===== src/rtl/clock_ctrl.sv =====
// clock_ctrl: hours/minutes/seconds time-of-day counter with a
// three-state mode FSM for setting the time from two push buttons.
// Seconds, minutes and hours advance on the one-per-second tick while
// in RUN. SET_HOUR and SET_MIN freeze time and let btn_inc step a field.
// Every output is taken directly from a flop.

module clock_ctrl #(
  parameter int SEC_MAX  = 59,
  parameter int MIN_MAX  = 59,
  parameter int HOUR_MAX = 23
) (
  input  logic                          clk,
  input  logic                          res_n,
  input  logic                          tick,
  input  logic                          btn_mode,
  input  logic                          btn_inc,
  output logic [$clog2(SEC_MAX+1)-1:0]  sec,
  output logic [$clog2(MIN_MAX+1)-1:0]  min,
  output logic [$clog2(HOUR_MAX+1)-1:0] hour,
  output logic [1:0]                    mode,
  output logic                          day_cy
);

  localparam int SW = $clog2(SEC_MAX + 1);
  localparam int MW = $clog2(MIN_MAX + 1);
  localparam int HW = $clog2(HOUR_MAX + 1);

  localparam logic [SW-1:0] SEC_TOP  = SW'(SEC_MAX);
  localparam logic [MW-1:0] MIN_TOP  = MW'(MIN_MAX);
  localparam logic [HW-1:0] HOUR_TOP = HW'(HOUR_MAX);

  typedef enum logic [1:0] {
    MODE_RUN      = 2'd0,
    MODE_SET_HOUR = 2'd1,
    MODE_SET_MIN  = 2'd2
  } mode_e;

  mode_e         mode_q, mode_d;
  logic [SW-1:0] sec_q, sec_d;
  logic [MW-1:0] min_q, min_d;
  logic [HW-1:0] hour_q, hour_d;
  logic          day_cy_q, day_cy_d;
  logic          btn_mode_prev_q, btn_mode_prev_d;
  logic          btn_inc_prev_q, btn_inc_prev_d;

  logic          mode_press;
  logic          inc_press;
  logic          sec_wrap;
  logic          min_wrap;
  logic          hour_wrap;
  logic [SW-1:0] sec_next;
  logic [MW-1:0] min_next;
  logic [HW-1:0] hour_next;

  // Press detection and the wrapping successor of each field; the >= keeps
  // a field from ever climbing past its terminal count.
  always_comb begin
    mode_press = btn_mode & ~btn_mode_prev_q;
    inc_press  = btn_inc & ~btn_inc_prev_q;
    sec_wrap   = (sec_q >= SEC_TOP);
    min_wrap   = (min_q >= MIN_TOP);
    hour_wrap  = (hour_q >= HOUR_TOP);
    sec_next   = sec_wrap  ? '0 : sec_q + SW'(1);
    min_next   = min_wrap  ? '0 : min_q + MW'(1);
    hour_next  = hour_wrap ? '0 : hour_q + HW'(1);
  end

  // Next-state logic: mode FSM, time counting with carries, and button edits.
  always_comb begin
    mode_d          = mode_q;
    sec_d           = sec_q;
    min_d           = min_q;
    hour_d          = hour_q;
    day_cy_d        = 1'b0;
    btn_mode_prev_d = btn_mode;
    btn_inc_prev_d  = btn_inc;

    case (mode_q)
      MODE_RUN: begin
        // The tick is honoured even on the cycle the mode button leaves RUN.
        if (tick) begin
          sec_d = sec_next;
          if (sec_wrap) begin
            min_d = min_next;
            if (min_wrap) begin
              hour_d   = hour_next;
              day_cy_d = hour_wrap;
            end
          end
        end
        if (mode_press) begin
          mode_d = MODE_SET_HOUR;
        end
      end

      MODE_SET_HOUR: begin
        // A mode press wins over a simultaneous increment press.
        if (mode_press) begin
          mode_d = MODE_SET_MIN;
        end else if (inc_press) begin
          hour_d = hour_next;
        end
      end

      MODE_SET_MIN: begin
        // Leaving set mode restarts the minute at second zero.
        if (mode_press) begin
          mode_d = MODE_RUN;
          sec_d  = '0;
        end else if (inc_press) begin
          min_d = min_next;
        end
      end

      default: begin
        mode_d = MODE_RUN;
      end
    endcase
  end

  // State register; the previous button levels reset high so that a button
  // held through reset release is not seen as a press.
  always_ff @(posedge clk or negedge res_n) begin
    if (!res_n) begin
      mode_q          <= MODE_RUN;
      sec_q           <= '0;
      min_q           <= '0;
      hour_q          <= '0;
      day_cy_q        <= 1'b0;
      btn_mode_prev_q <= 1'b1;
      btn_inc_prev_q  <= 1'b1;
    end else begin
      mode_q          <= mode_d;
      sec_q           <= sec_d;
      min_q           <= min_d;
      hour_q          <= hour_d;
      day_cy_q        <= day_cy_d;
      btn_mode_prev_q <= btn_mode_prev_d;
      btn_inc_prev_q  <= btn_inc_prev_d;
    end
  end

  assign sec    = sec_q;
  assign min    = min_q;
  assign hour   = hour_q;
  assign mode   = mode_q;
  assign day_cy = day_cy_q;

endmodule


===== config.mk =====
export PLATFORM = sky130hd
export DESIGN_NAME = clock_ctrl
export DESIGN_NICKNAME = d
export VERILOG_FILES = /design/src/rtl/clock_ctrl.sv
export SDC_FILE = /design/constraint.sdc
export NUM_CORES = 1
export LEC_CHECK = 0
export ABC_CLOCK_PERIOD_IN_PS = 5130
export CORE_MARGIN = 2
export CORE_UTILIZATION = 40
export CTS_BUF_LIST = sky130_fd_sc_hd__clkbuf_8
export CTS_CLUSTER_DIAMETER = 100
export CTS_CLUSTER_SIZE = 40
export DETAILED_ROUTE_END_ITERATION = 8
export SLEW_MARGIN = 20
export SYNTH_ARGS = -nofsm -noshare
export SYNTH_HDL_FRONTEND = slang
export SYNTH_SLANG_ARGS = --single-unit

===== constraint.sdc =====
create_clock -name clk -period 5.13 [get_ports clk]
set_clock_uncertainty 0.2 [all_clocks]
set_input_delay 0.7695 -clock clk [delete_from_list [all_inputs] [get_ports clk]]
set_output_delay 0.7695 -clock clk [all_outputs]
set_load 0.05 [all_outputs]

==> results.txt, run 1 <==
crit end category -> output pin
kind of critical path -> register to output pin
starting density of the core -> 42.95%
top_reg_cell synth -> dfrtp_1
max-slew violation count -> 0
H-tree Lvls -> 1
pin count of the biggest net entering global routing -> 23
vias in the first global route -> 964
Final period util -> 54.18%
CTS buffer count -> 3
Post-Syn Nets -> 124
violated checks -> design-rule violations
fraction of layout cells with a size suffix above 1 -> 10.64%
PortBufs -> 24
kind of start point of the critical path -> register
Final nets -> 150
clk sinks -> 22
EDFF count, synth -> 0
Critical Path Slowest Stage Cell -> clkdlybuf4s50_1
CP startpoint -> mode[0]
drt wl/cell -> 15.24 um
clock group share of total power -> 15.6%
diode count -> 0
clock root buffer -> clkbuf_8
DRC viols -> 3
Via density -> 6.122
global placer's final weighted congestion -> 0.7724
Max Root-Sink Buffers -> 2
count of final hold-check violations -> 0
r2r setup slk -> 3.05 ns
DR vias -> 1053
Cells after Synth -> 116
DR iter-0 viols -> 38
Min-Delay Path Class -> primary input to async pin
worst r2r path cells -> 5
yosys warns -> 0
CTS clk-pin slew, worst paths -> 0.09 ns
reg2reg end -> hour[3]
Die ar. -> 0.003467 mm^2
family with the most delay on the worst path -> buffers and inverters
post-synth top area cell -> dfrtp_1
Worst-Skew Late Latency -> 0.27 ns
core box area -> 0.002805 mm^2
ys async rst share -> 100.0%
worst hold slack -> 0.2521 ns
relative slew slack -> 63.52%
Critical Path RT -> 4.16 ns
Distinct cells, synth -> 49
leading post-synthesis cells by cell area -> dfrtp_1 (42%), dfstp_2 (4.4%), o21ai_0 (3.7%), ha_1 (3.1%), nor3b_1 (2.5%)
num rows -> 19
dpl ws -> 2.477 ns
Sw Pwr -> 504.9 uW
Final ANT Viol Nets -> 0
post-layout min period -> 2.779 ns
first-pass GRT wire length -> 4436 um
Final WS setup -> 2.351 ns
Worst R2R Start -> min[0]
Die W -> 58.89 um
TNS Setup -> 0 ns
setup bufs post-CTS -> 0
fmax -> 0.3598 GHz
post-synth top area share -> 41.54%
Worst EP arrival -> 1.81 ns
Synth-to-Final Area Change -> 27.21%
PwrDens -> 678.2 mW/mm^2
Die Span Y -> 58.89 um
fin cells -> 172
io pins -> 25
post-synthesis cell area -> 0.001205 mm^2
slowest stage delay, CP -> 0.90 ns
post-cts resize count -> 0
most frequent cells in the layout -> clkdlybuf4s50_1 (23), dfrtp_1 (20), o21ai_0 (9), nand2_1 (6), nand3_1 (5)
Post-CTS Hold Fix Bufs -> 0
CTS tree -> done
status -> complete, but fails checks
Leakage -> 0.0006113 uW
flop and latch count out of synthesis -> 22
IR drop worst, VDD -> 0.3049 mV
Avg Inst Size Synth -> 10.39 um^2
Slew @ Worst Pin -> 0.5430 ns
total grt overflow -> 0
most common cell after layout, fill and taps aside -> clkdlybuf4s50_1
RSZ-0062 raised after global routing -> no
dpl hpwl -> 1881 um
combinational power share -> 51.5%
post-synthesis sequential area ratio -> 45.90%
number of antenna violations at the first check in global routing -> 0
sequential share of power -> 32.9%
Placed Cells -> 168
First-pass DRT Iterations -> 6
overall routed net length -> 2621 um
Final setup viols -> 0
Max-cap violations -> 0
CP max FO -> 14
Crit path buffers/inverters -> 1
Sw Share -> 48.57%
worst-path cell chain -> clkdlybuf4s50_1
Int Power -> 534.6 uW
gr usage total -> 16.89%
-- worst max-delay path by stage --
stage,to,slack (ns),cells past startpoint
finish,mode[0],2.35,1
global route,mode[0],2.28,1
CTS,mode[0],2.35,1
detailed placement,min[2],2.48,5
global placement,min[2],2.49,5
floorplan,min[2],2.96,5
-- kinds of logic after synthesis --
kind of cell / synth area share [%]
AO/OA/AOI/OAI: 26.90
AND/OR/NAND/NOR: 19.00
buffers and inverters: 2.700
multiplexers: 1.662
flip-flops: 45.90
XOR/XNOR: 0.7270
adder cells (fa/ha/maj): 3.116
-- flip-flops by register name (all words and copies together) (netlist names) --
signal	flops
btn_mode_prev_q	1
day_cy	1
mode	2
sec	6
btn_inc_prev_q	1
hour	5
min	6
-- metal layers --
layer	vias up	routed length, um	GRT usage, %
li1	501	-	-
met1	507	1198	22.59
met2	41	1242	26.35
met3	4	148	4.835
met4	0	32	5.519
met5	-	0	0
-- per-stage QoR --
stage	instance area, um^2	power, uW	util (%)
after floorplan	1205	709.8	-
after global placement	1466	874.3	52.27
after detailed placement	1466	879.6	52.27
after CTS	1538	1045	54.82
after global routing	1533	1103	54.64
final	1533	1040	54.64
-- power by group through the flow --
stage          Combinational, uW  Sequential, uW  Clock [uW]
6_report                     535             342         162
5_1_grt                      573             355         175
4_1_cts                      539             340         166
3_5_place_dp                 538             342           0
3_3_place_gp                 536             339           0
2_1_floorplan                200             510           0
-- synthesized netlist by cell type (2+ instances only) --
library cell  count
inv_1             3
nor3b_1           4
dfstp_2           2
nor4_1            2
clkbuf_2          2
o21ai_0           9
a21oi_1           3
nand2b_1          4
o2111ai_1         2
dfrtp_1          20
ha_1              3
o31ai_1           3
mux2i_1           2
o211ai_1          3
a31oi_1           4
nand2_1           6
a211o_1           2
nand3_1           5
and2_1            2
nand2b_2          2
nor2b_1           2
nor2_1            3
o2111a_1          2
-- cell type report --
cell class                 instances  area, um^2
clock buffer                       3       41.29
clock inverter                     1       30.03
fill                             258        1272
inverter                           4       15.01
multi-input combinational         87       619.3
sequential                        22       553.0
tap                               31       38.79
timing repair buffer              24       235.2
Note: power is estimated with default switching activity, not from simulation.
==> inputs of run 2 (changes only) <==
- ABC_CLOCK_PERIOD_IN_PS: 5130 -> 2800
- clock period: 5.13 -> 2.8 ns (I/O delays scaled with it)
==> run 2 against run 1 <==
  * Clock power is 83% higher
  * Global-route usage is 0.33 points higher
  * Largest cell class unchanged
  * Die area stayed put
  * Utilization is 0.45 points higher
  * Hold slack better by 0.045 ns
  * Cell area is 0.82% higher
  * Combinational power is 85% higher
  * Register-to-register slack worse by 2.3 ns
  * The flow still finishes with violations (design-rule violations)
  * Critical path depth stayed put
==> results.txt, run 2 (synthesized netlist as in run 1, its figures left out) <==
overall routed net length -> 2635 um (+0.53%)
CP Depth -> 1 (unchanged)
kind of start point of the critical path -> register
max-slew violation count -> 0 (unchanged)
clock root buffer -> clkbuf_8
Final ANT Viol Nets -> 0 (unchanged)
clk sinks -> 22 (unchanged)
IR drop worst, VDD -> 0.6567 mV (+120%)
DRC viols -> 3 (unchanged)
worst-path cell chain -> clkdlybuf4s50_1
reg2reg end -> hour[4]
relative slew slack -> 65.08% (+1.6 points)
gr usage total -> 17.22% (+0.33 points)
Min-Delay Path Class -> primary input to async pin
pin count of the biggest net entering global routing -> 23 (unchanged)
Max Root-Sink Buffers -> 2 (unchanged)
post-layout min period -> 2.409 ns
dpl hpwl -> 1902 um (+1.1%)
First-pass DRT Iterations -> 6 (unchanged)
worst hold slack -> 0.2970 ns (+0.04484 ns)
Slew @ Worst Pin -> 0.5198 ns (-0.02312 ns)
Leakage -> 0.0006161 uW (+0.78%)
H-tree Lvls -> 1 (unchanged)
num rows -> 19 (unchanged)
most frequent cells in the layout -> clkdlybuf4s50_1 (24), dfrtp_1 (20), o21ai_0 (9), nand2_1 (6), nand3_1 (5)
post-cts resize count -> 0 (unchanged)
global placer's final weighted congestion -> 0.7790 (+0.85%)
drt wl/cell -> 15.23 um (about the same)
Worst EP arrival -> 1.79 ns (-0.02 ns)
r2r setup slk -> 0.73 ns (-2.32 ns)
vias in the first global route -> 985 (+2.2%)
count of final hold-check violations -> 0 (unchanged)
Critical Path Slowest Stage Cell -> clkdlybuf4s50_1
worst r2r path cells -> 5 (unchanged)
core box area -> 0.002805 mm^2 (unchanged)
multi-input logic area -> 619.3 um^2 (unchanged)
kind of critical path -> register to output pin
Synth-to-Final Area Change -> 28.24%
Crit path buffers/inverters -> 1 (unchanged)
number of antenna violations at the first check in global routing -> 0 (unchanged)
slowest stage delay, CP -> 0.90 ns (about the same)
RSZ-0062 raised after global routing -> no
family with the most delay on the worst path -> buffers and inverters
Die Span Y -> 58.89 um (unchanged)
Die W -> 58.89 um (unchanged)
PortBufs -> 24 (unchanged)
DR vias -> 1036 (-1.6%)
PwrDens -> 1237 mW/mm^2 (+82%)
Final nets -> 151 (+0.67%)
Final setup viols -> 0 (unchanged)
fmax -> 0.4150 GHz
Post-CTS Hold Fix Bufs -> 0 (unchanged)
fraction of layout cells with a size suffix above 1 -> 10.56% (-0.075 points)
Worst R2R Start -> min[0]
Worst-Skew Late Latency -> 0.27 ns (about the same)
Final period util -> 86.05%
Max-cap violations -> 0 (unchanged)
total grt overflow -> 0 (unchanged)
CTS tree -> done
Via density -> 5.988 (-2.2%)
Critical Path RT -> 2.18 ns (-1.98 ns)
Fill cells -> 262 (+1.6%)
starting density of the core -> 42.95% (unchanged)
CTS buffer count -> 3 (unchanged)
setup bufs post-CTS -> 0 (unchanged)
CP max FO -> 14 (unchanged)
status -> complete, but fails checks
violated checks -> design-rule violations
io pins -> 25 (unchanged)
diode count -> 0 (unchanged)
most common cell after layout, fill and taps aside -> clkdlybuf4s50_1
Reg area -> 553.0 um^2 (unchanged)
CTS clk-pin slew, worst paths -> 0.08 ns (about the same)
DR iter-0 viols -> 59 (+55%)
TNS Setup -> 0 ns (unchanged)
crit end category -> output pin
Die ar. -> 0.003467 mm^2 (unchanged)
first-pass GRT wire length -> 4602 um (+3.7%)
run 2: changes by cell type in the layout (fill, tap and decap cells not counted), sizes merged:
cell / before / now
clkdlybuf4s50: 23 / 24
run 2: layout make-up:
class | count | share of cell area [%]
Timing Repair Buffer | 25 | 16.03
Clock inverter | 1 | 1.943
Sequential cell | 22 | 35.79
Multi-Input combinational cell | 87 | 40.08
Inverter | 4 | 0.9717
Clock buffer | 3 | 2.672
Tap cell | 31 | 2.510
run 2: routing by layer:
metal,GRT usage (%),part of all wire (%)
met1,23.04,48
met2,27.62,46
met3,5.055,5.2
met4,3.896,0.61
met5,0,0
run 2: stage by stage:
step | cell area [um^2] | worst slack (ns) | total power (uW) | std cells | utilization, %
5_1_grt | 1545 | 0.3038 | 2035 | 173 | 55.08
2_1_floorplan | 1205 | 0.6266 | 1300 | 116 | -
3_5_place_dp | 1474 | 0.4945 | 1618 | 169 | 52.54
6_report | 1545 | 0.3905 | 1911 | 173 | 55.08
4_1_cts | 1545 | 0.3916 | 1923 | 173 | 55.08
3_3_place_gp | 1474 | 0.5052 | 1603 | 169 | 52.54
run 2: report_power, final:
part	switching [uW]	total, uW	internal [uW]
Clock	106	297	191
Combinational	625	989	364
Sequential	199	625	427
run 2: worst max path at each step:
stage | slack [ns] | endpoint | start
final | 0.39 | mode[0] | mode[0]
after global routing | 0.30 | mode[0] | mode[0]
after CTS | 0.39 | mode[0] | mode[0]
after detailed placement | 0.49 | min[2] | btn_mode
after global placement | 0.51 | min[2] | btn_mode
after floorplan | 0.63 | min[2] | sec[0]
==> inputs of run 3 (changes only) <==
- ABC_AREA: default -> 1
==> run 3 against run 2 <==
  * The flow now finishes without violations
  * Register-to-register slack improved by 0.36 ns
  * Critical endpoint is now mode[1]
  * Largest power group unchanged
  * Flip-flop and latch count did not move
  * Cell count rose by 41%
==> results.txt, run 3 <==
CP startpoint -> mode[1]
Worst-Skew Late Latency -> 0.26 ns (about the same)
PwrDens -> 1243 mW/mm^2 (+0.53%)
status -> finished clean
Final ANT Viol Nets -> 0 (unchanged)
Slew @ Worst Pin -> 0.5010 ns (-0.01887 ns)
number of antenna violations at the first check in global routing -> 0 (unchanged)
top_reg_cell synth -> dfrtp_1
kind of start point of the critical path -> register
drt wl/cell -> 10.29 um (-32%)
Final period util -> 79.68% (-6.4 points)
post-cts resize count -> 0 (unchanged)
Placed Cells -> 240 (+42%)
clk sinks -> 22 (unchanged)
Final nets -> 209 (+38%)
Fill cells -> 302 (+15%)
worst r2r path cells -> 6 (+1)
post-synthesis cell area -> 0.001284 mm^2 (+6.5%)
Reg area -> 553.0 um^2 (unchanged)
Worst EP arrival -> 1.61 ns (-0.18 ns)
Final setup viols -> 0 (unchanged)
post-layout min period -> 2.231 ns (-0.1783 ns)
starting density of the core -> 42.05% (-0.90 points)
crit end category -> output pin
Worst R2R Start -> sec[0]
most frequent cells in the layout -> nand2_1 (59), clkdlybuf4s50_1 (24), inv_1 (21), dfrtp_1 (20), nand3_1 (14)
Leakage -> 0.0007857 uW (+28%)
EDFF count, synth -> 0 (unchanged)
flop and latch count out of synthesis -> 22 (unchanged)
DR vias -> 1157 (+12%)
Post-CTS Hold Fix Bufs -> 0 (unchanged)
Die W -> 60.65 um (+3.0%)
Max-cap violations -> 0 (unchanged)
Post-synth top cells -> nand2_1 (59), inv_1 (21), dfrtp_1 (20), nand3_1 (14), nor2_1 (11)
core box area -> 0.003053 mm^2 (+8.8%)
DRC viols -> 0 (-3)
CTS clk-pin slew, worst paths -> 0.08 ns (about the same)
worst-path cell chain -> clkdlybuf4s50_1
CTS tree -> done
First-pass DRT Iterations -> 4 (-2)
total grt overflow -> 0 (unchanged)
reg2reg end -> sec[0]
Post-Syn Nets -> 179 (+44%)
relative slew slack -> 66.50% (+1.4 points)
post-synth top area share -> 38.99% (-2.6 points)
CP Depth -> 1 (unchanged)
post-synthesis sequential area ratio -> 43.08% (-2.8 points)
Distinct cells, synth -> 25 (-49%)
ys async rst share -> 100.0% (unchanged)
r2r setup slk -> 1.09 ns (+0.36 ns)
Synth-to-Final Area Change -> 27.87%
IR drop worst, VDD -> 0.7948 mV (+21%)
most common cell after layout, fill and taps aside -> nand2_1
PortBufs -> 24 (unchanged)
Via density -> 4.742 (-21%)
io pins -> 25 (unchanged)
count of final hold-check violations -> 0 (unchanged)
Cells after Synth -> 171 (+47%)
DR iter-0 viols -> 36 (-39%)
Max Root-Sink Buffers -> 2 (unchanged)
Crit path buffers/inverters -> 1 (unchanged)
kind of critical path -> register to output pin
setup bufs post-CTS -> 0 (unchanged)
family with the most delay on the worst path -> buffers and inverters
fin cells -> 244 (+41%)
Die ar. -> 0.003678 mm^2 (+6.1%)
clock root buffer -> clkbuf_8
CP max FO -> 6 (-8)
total power -> 2041 uW (+6.8%)
gr usage total -> 16.29% (-0.93 points)
Critical Path RT -> 2.18 ns (about the same)
Critical Path Slowest Stage Cell -> clkdlybuf4s50_1
pin count of the biggest net entering global routing -> 23 (unchanged)
fraction of layout cells with a size suffix above 1 -> 11.50% (+0.94 points)
RSZ-0062 raised after global routing -> no
overall routed net length -> 2511 um (-4.7%)
max-slew violation count -> 0 (unchanged)
yosys warns -> 0 (unchanged)
post-synth top area cell -> dfrtp_1
first-pass GRT wire length -> 4526 um (-1.7%)
Setup crit end -> mode[1]
Min-Delay Path Class -> primary input to async pin
fmax -> 0.4482 GHz (+8.0%)
diode count -> 0 (unchanged)
Avg Inst Size Synth -> 7.507 um^2 (-28%)
CTS buffer count -> 3 (unchanged)
vias in the first global route -> 1091 (+11%)
H-tree Lvls -> 1 (unchanged)
multi-input logic area -> 640.6 um^2 (+3.4%)
dpl hpwl -> 1934 um (+1.7%)
Die Span Y -> 60.65 um (+3.0%)
leading post-synthesis cells by cell area -> dfrtp_1 (39%), nand2_1 (17%), inv_1 (6.1%), nand3_1 (5.5%), dfstp_2 (4.1%)
global placer's final weighted congestion -> 0.8003 (+2.7%)
slowest stage delay, CP -> 0.86 ns (-0.04 ns)
num rows -> 20 (+1)
TNS Setup -> 0 ns (unchanged)
top-count cell post-synth -> nand2_1
run 3: cell types whose count changed after synthesis, sizes merged, moves of 6 or more:
cell	previous run	this run
nand2b	6	0
nand2	6	64
nand3	5	16
inv	4	24
nor2	3	15
run 3: worst min-delay path by stage:
stage | end | slack (ns) | start | depth (start not counted)
after floorplan | day_cy | -0.08 | res_n | 0
after global placement | min[5] | 0.32 | min[5] | 2
after detailed placement | sec[0] | 0.33 | sec[0] | 1
after CTS | min[5] | 0.32 | res_n | 2
after global routing | min[1] | 0.32 | res_n | 2
final | min[0] | 0.31 | res_n | 2
run 3: through the flow:
stage                     setup slack, ns  utilization, %  instance area (um^2)  hold WS [ns]
after floorplan                    0.9177               -                  1284      -0.07559
after global placement             0.8366           51.97                  1587        0.3205
after detailed placement           0.7551           51.97                  1587        0.3348
after CTS                          0.5579           53.77                  1642        0.3241
after global routing               0.4983           53.77                  1642        0.3234
final                              0.5689           53.77                  1642        0.3051
run 3: cell type report:
type / instances / area share [%]
Multi-Input combinational cell: 125 / 39.02
Timing Repair Buffer: 25 / 15.09
Inverter: 24 / 5.488
Clock buffer: 4 / 3.354
Tap cell: 44 / 3.354
Sequential cell: 22 / 33.69
run 3: kinds of logic (layout without fill, tap and decap cells):
family | count (synthesis) | after routing | share of synthesized area (%)
buf+inv | 24 | 53 | 7.018
simple gates | 103 | 103 | 37.82
flops | 22 | 22 | 43.08
compound gates | 17 | 17 | 7.798
fa+ha+maj | 3 | 3 | 2.924
xor+xnor | 2 | 2 | 1.365
run 3: routing by layer:
metal | track usage (%) | vias up | share of wire [%] | wire, um
li1 | - | 604 | - | -
met1 | 21.29 | 523 | 47 | 1177
met2 | 26.88 | 25 | 47 | 1192
met3 | 2.772 | 5 | 4.2 | 105
met4 | 6.522 | 0 | 1.4 | 36
met5 | 0 | - | 0 | 0
run 3: report_power, final:
part,switching [uW],internal [uW]
logic,807,403
clock network,99.4,125
registers,170,437
total,1080,965
==> RTL edit 1, RTL diff (settings of run 3) <==
Change the parameter `HOUR_MAX` from 23 to 46.
--- a/src/rtl/clock_ctrl.sv
+++ b/src/rtl/clock_ctrl.sv
@@ -8,5 +8,5 @@
   parameter int SEC_MAX  = 59,
   parameter int MIN_MAX  = 59,
-  parameter int HOUR_MAX = 23
+  parameter int HOUR_MAX = 46
 ) (
   input  logic                          clk,
Ports: changed (resized hour); port bits go from 25 to 26. No check against the original RTL was run, so the function may have changed too.
==> RTL edit 1 against run 3 <==
Synthesized area increased by 4.2%. Largest power group unchanged. Sequential cell count increased by 1. Setup slack improved by 0.039 ns. Design area increased by 2.6%. Clock power decreased by 9.3%. Sequential share of layout area increased by 0.63 points. First-iteration DRC count increased by 67%. Power decreased by 18%. Critical endpoint is now hour[0]. Wire length increased by 3.2%.
==> RTL edit 1: results (changes against run 3) <==
post-DP HPWL=1980 um (+2.3%); final worst slack=0.608 ns (+0.0390 ns); Vias/cell=4.55 (-4.1%); count of cell types in the netlist=22 (-12%); Seq/Total Area, Yosys=43.2% (+0.14 points); Reg power frac=32.9% (+3.2 points); worst ir drop on vdd=0.578 mV (-27%); fraction of area in clock buffers and inverters=2.67% (-0.68 points); synth cell count leaders=nand2_1, inv_1, dfrtp_1, nor2_1, nand3_1; first-pass GRT wire length=4590 um (+1.4%); outcome=complete, no violations; number of multi-input logic gates=135 (+8.0%); leakage power=0.821 nW (+4.4%); Comb group=922 uW (-24%); placer's final routability congestion estimate=0.859 (+7.3%); Fill cells=313 (+3.6%); synthesized-area fraction occupied by adder cells=3.74% (+0.82 points); Synth Area in Compound Gates=8.51% (+0.72 points); Comb pwr share=54.9% (-4.4 points); Final nets=222 (+6.2%); Post-Synth XOR/XNOR Area=1.96% (+0.60 points); total track usage=16.1% (-0.16 points); seq_cells=23 (+4.5%); Non-clk bufs=26 (+4.0%); Seq/total area=34.3% (+0.63 points); DRT iter0 DRCs=60 (+67%); fraction of layout cells with a size suffix above 1=8.96% (-2.5 points); average routed wire per standard cell=10.1 um (-1.7%); pre-CTS setup slack=0.633 ns (-0.122 ns); Worst Path Max Fanout=7 (+1); footprint of the multi-input gates=658 um^2 (+2.7%); vias in the first global route=1078 (-1.2%); Non-clock buffer share=15.3% (+0.21 points); Worst slew margin=65.8% (-0.66 points); total nets after synthesis=192 (+7.3%); port bufs=25 (+4.2%); Sw Share=51.0% (-1.7 points); top cells by area, synth=dfrtp_1, nand2_1, inv_1
RTL edit 1: cell count changes in the layout (fill, tap and decap cells not counted), sizes merged, moves of 2 or more:
cell	run 3	this run
nor3	1	3
o21ai	10	15
nor2	15	20
nand2	64	68
nand4	5	1
RTL edit 1: metal layers:
metal,global-route usage (%),vias to the layer above,wire length [um]
met5,0,-,0
met1,22.1,501,1360
met2,25.3,23,1120
li1,-,636,-
met3,2.90,4,84
met4,6.38,0,26
RTL edit 1: cells by family (layout without fill, tap and decap cells):
family,after synthesis,count (layout)
AO/OA/AOI/OAI,19,19
adder cells (fa/ha/maj),4,4
flip-flops,23,23
buffers and inverters,25,54
AND/OR/NAND/NOR,109,109
XOR/XNOR,3,3
RTL edit 1: path summary, 6_finish.rpt:
path / from / endpoint / slack (ns) / cells past startpoint
max in group asynchronous: res_n / btn_mode_prev_q$_DFF_PN1_ / 1.80 / 2
hold reg to reg: min[1]$_DFFE_PN0P_ / min[1]$_DFFE_PN0P_ / 0.36 / 2
setup reg to reg: sec[0]$_DFFE_PN0P_ / min[3]$_DFFE_PN0P_ / 0.83 / 9
hold / removal: res_n / min[5]$_DFFE_PN0P_ / 0.31 / 2
min in group clk: min[1]$_DFFE_PN0P_ / min[1]$_DFFE_PN0P_ / 0.36 / 2
setup / recovery: hour[0]$_DFFE_PN0P_ / hour[0] / 0.61 / 1
RTL edit 1: per-stage QoR:
stage	instance area, um^2	util [%]	std cells
floorplan	1340	-	183
global placement	1640	52.4	252
CTS	1680	53.8	256
detailed placement	1640	52.4	252
finish	1680	53.8	256
global route	1680	53.8	256
==> RTL edit 2, RTL diff (flow settings as in run 3) <==
Without the edit above. The output `day_cy` loses its register stage (`day_cy_q` becomes a continuous assignment).
--- a/src/rtl/clock_ctrl.sv
+++ b/src/rtl/clock_ctrl.sv
@@ -127,5 +127,4 @@
       min_q           <= '0;
       hour_q          <= '0;
-      day_cy_q        <= 1'b0;
       btn_mode_prev_q <= 1'b1;
       btn_inc_prev_q  <= 1'b1;
@@ -135,9 +134,10 @@
       min_q           <= min_d;
       hour_q          <= hour_d;
-      day_cy_q        <= day_cy_d;
       btn_mode_prev_q <= btn_mode_prev_d;
       btn_inc_prev_q  <= btn_inc_prev_d;
     end
   end
+
+  assign day_cy_q = day_cy_d;
 
   assign sec    = sec_q;
Formal check against the unedited RTL: no difference found for any inputs over 10 cycles, from zero or initial values; that may be too few to reach the edited logic, so the function may still have changed.
==> RTL edit 2 against run 3 <==
Critical path depth increased by 5. Setup slack got worse by 0.066 ns. Design area about the same. Sequential cell count decreased by 1. Synthesized area decreased by 0.29%. Critical endpoint is now day_cy. Worst hold slack got worse by 0.0065 ns. Largest cell class unchanged. Power decreased by 2.0%. Synthesized cell count unchanged. Wire length increased by 3.7%.
==> RTL edit 2: results (changes against run 3) <==
placed instance area=1600 um^2 (+0.71%); Slowest cell on crit path=dfrtp_1; Vias/cell=4.71 (-0.69%); CTS Buffer Depth=2 (unchanged); Seq/Total Area, Yosys=41.3% (-1.8 points); worst skew pair latency=0.26 ns (about the same); first-pass GRT wire length=4290 um (-5.2%); total track usage=15.8% (-0.47 points); post-DP HPWL=1940 um (about the same); yosys warns=0 (unchanged); Synth async-reset ratio=100% (unchanged); Hold Path Class=in -> async; CTS Hold Bufs=0 (unchanged); PostCTS Resize Cnt=0 (unchanged); # diodes=0 (unchanged); Worst Path Max Fanout=7 (+1); port bufs=24 (unchanged); Worst slew margin=66.6% (+0.081 points); Total Wirelength=2600 um (+3.7%); placer's final routability congestion estimate=0.834 (+4.2%); Max stage delay on crit path=0.46 ns (-0.40 ns); fraction of layout cells with a size suffix above 1=14.5% (+3.0 points); synth cell count leaders=nand2_1, inv_1, dfrtp_1, nand3_1, nor2_1; worst ir drop on vdd=0.646 mV (-19%); top cells by area, synth=dfrtp_1, nand2_1, inv_1; count of cell types in the netlist=24 (-4.0%); Pint=921 uW (-4.6%); vias in the first global route=966 (-11%); largest net degree at the start of global routing=22 (-4.3%); leakage power=0.783 nW (-0.38%); CTS Buf Count=3 (unchanged); post-synthesis cell count=171 (unchanged); outcome=complete, no violations; fin cells=244 (unchanged); Critical Path AT=1.68 ns (+0.07 ns); DRC viols=0 (unchanged); DRT iter0 DRCs=69 (+92%)
## RTL edit 2: cell families (layout without fill, tap and decap cells)
| family | count (synthesis) | after routing | share of synthesized area [%] |
|---|---|---|---|
| compound gates | 17 | 17 | 7.72 |
| flops | 21 | 21 | 41.3 |
| xor+xnor | 2 | 2 | 1.37 |
| fa+ha+maj | 3 | 3 | 2.93 |
| buf+inv | 24 | 53 | 7.04 |
| simple gates | 104 | 104 | 39.7 |
## RTL edit 2: cell type report
cell class                      instances  area, um^2
Inverter                               24        90.1
Tap cell                               44        55.1
Clock inverter                          1        3.75
Clock buffer                            3        41.3
Multi-Input combinational cell        126         667
Sequential cell                        21         528
Timing Repair Buffer                   25         258
Fill cell                             308        1410
## RTL edit 2: worst paths after layout
path | endpoint | slack [ns] | depth (start not counted) | from
worst max-delay path | day_cy | 0.50 | 6 | min[0]$_DFFE_PN0P_
min in group clk | min[5]$_DFFE_PN0P_ | 0.34 | 2 | min[5]$_DFFE_PN0P_
worst max register to register | min[2]$_DFFE_PN0P_ | 1.16 | 8 | sec[1]$_DFFE_PN0P_
max in group asynchronous | btn_inc_prev_q$_DFF_PN1_ | 1.83 | 2 | res_n
worst min-delay path | sec[3]$_DFFE_PN0P_ | 0.30 | 2 | res_n
worst min register to register | min[5]$_DFFE_PN0P_ | 0.34 | 2 | min[5]$_DFFE_PN0P_
## RTL edit 2: per-layer routing
layer / vias to the layer above / routed length (um) / global-route usage (%)
met2: 27 / 1060 / 21.4
met4: 0 / 68 / 9.01
met3: 7 / 105 / 3.20
met1: 509 / 1370 / 23.3
met5: - / 0 / 0
li1: 606 / - / -
## RTL edit 2: power groups by stage
stage	Combinational, mW	Clock (mW)	Sequential [mW]
after floorplan	0.488	0	0.964
after global placement	1.21	0	0.585
after detailed placement	1.22	0	0.591
after CTS	1.23	0.205	0.587
after global routing	1.32	0.217	0.612
final	1.22	0.194	0.590
## RTL edit 2: metrics by stage
stage          total power, mW  util (%)  setup slack (ns)
2_1_floorplan             1.45         -             0.286
3_3_place_gp              1.80      52.3             0.646
3_5_place_dp              1.81      52.3             0.627
4_1_cts                   2.02      53.8             0.487
5_1_grt                   2.15      53.8             0.370
6_report                  2.00      53.8             0.503
## RTL edit 2: worst max-delay path, delay by kind of cell (launching register included)
kind / cells / cell delay, ns
adders and majority gates: 1 / 0.25
buffers and inverters: 2 / 0.22
DFF: 1 / 0.46
and+or+nand+nor: 3 / 0.49
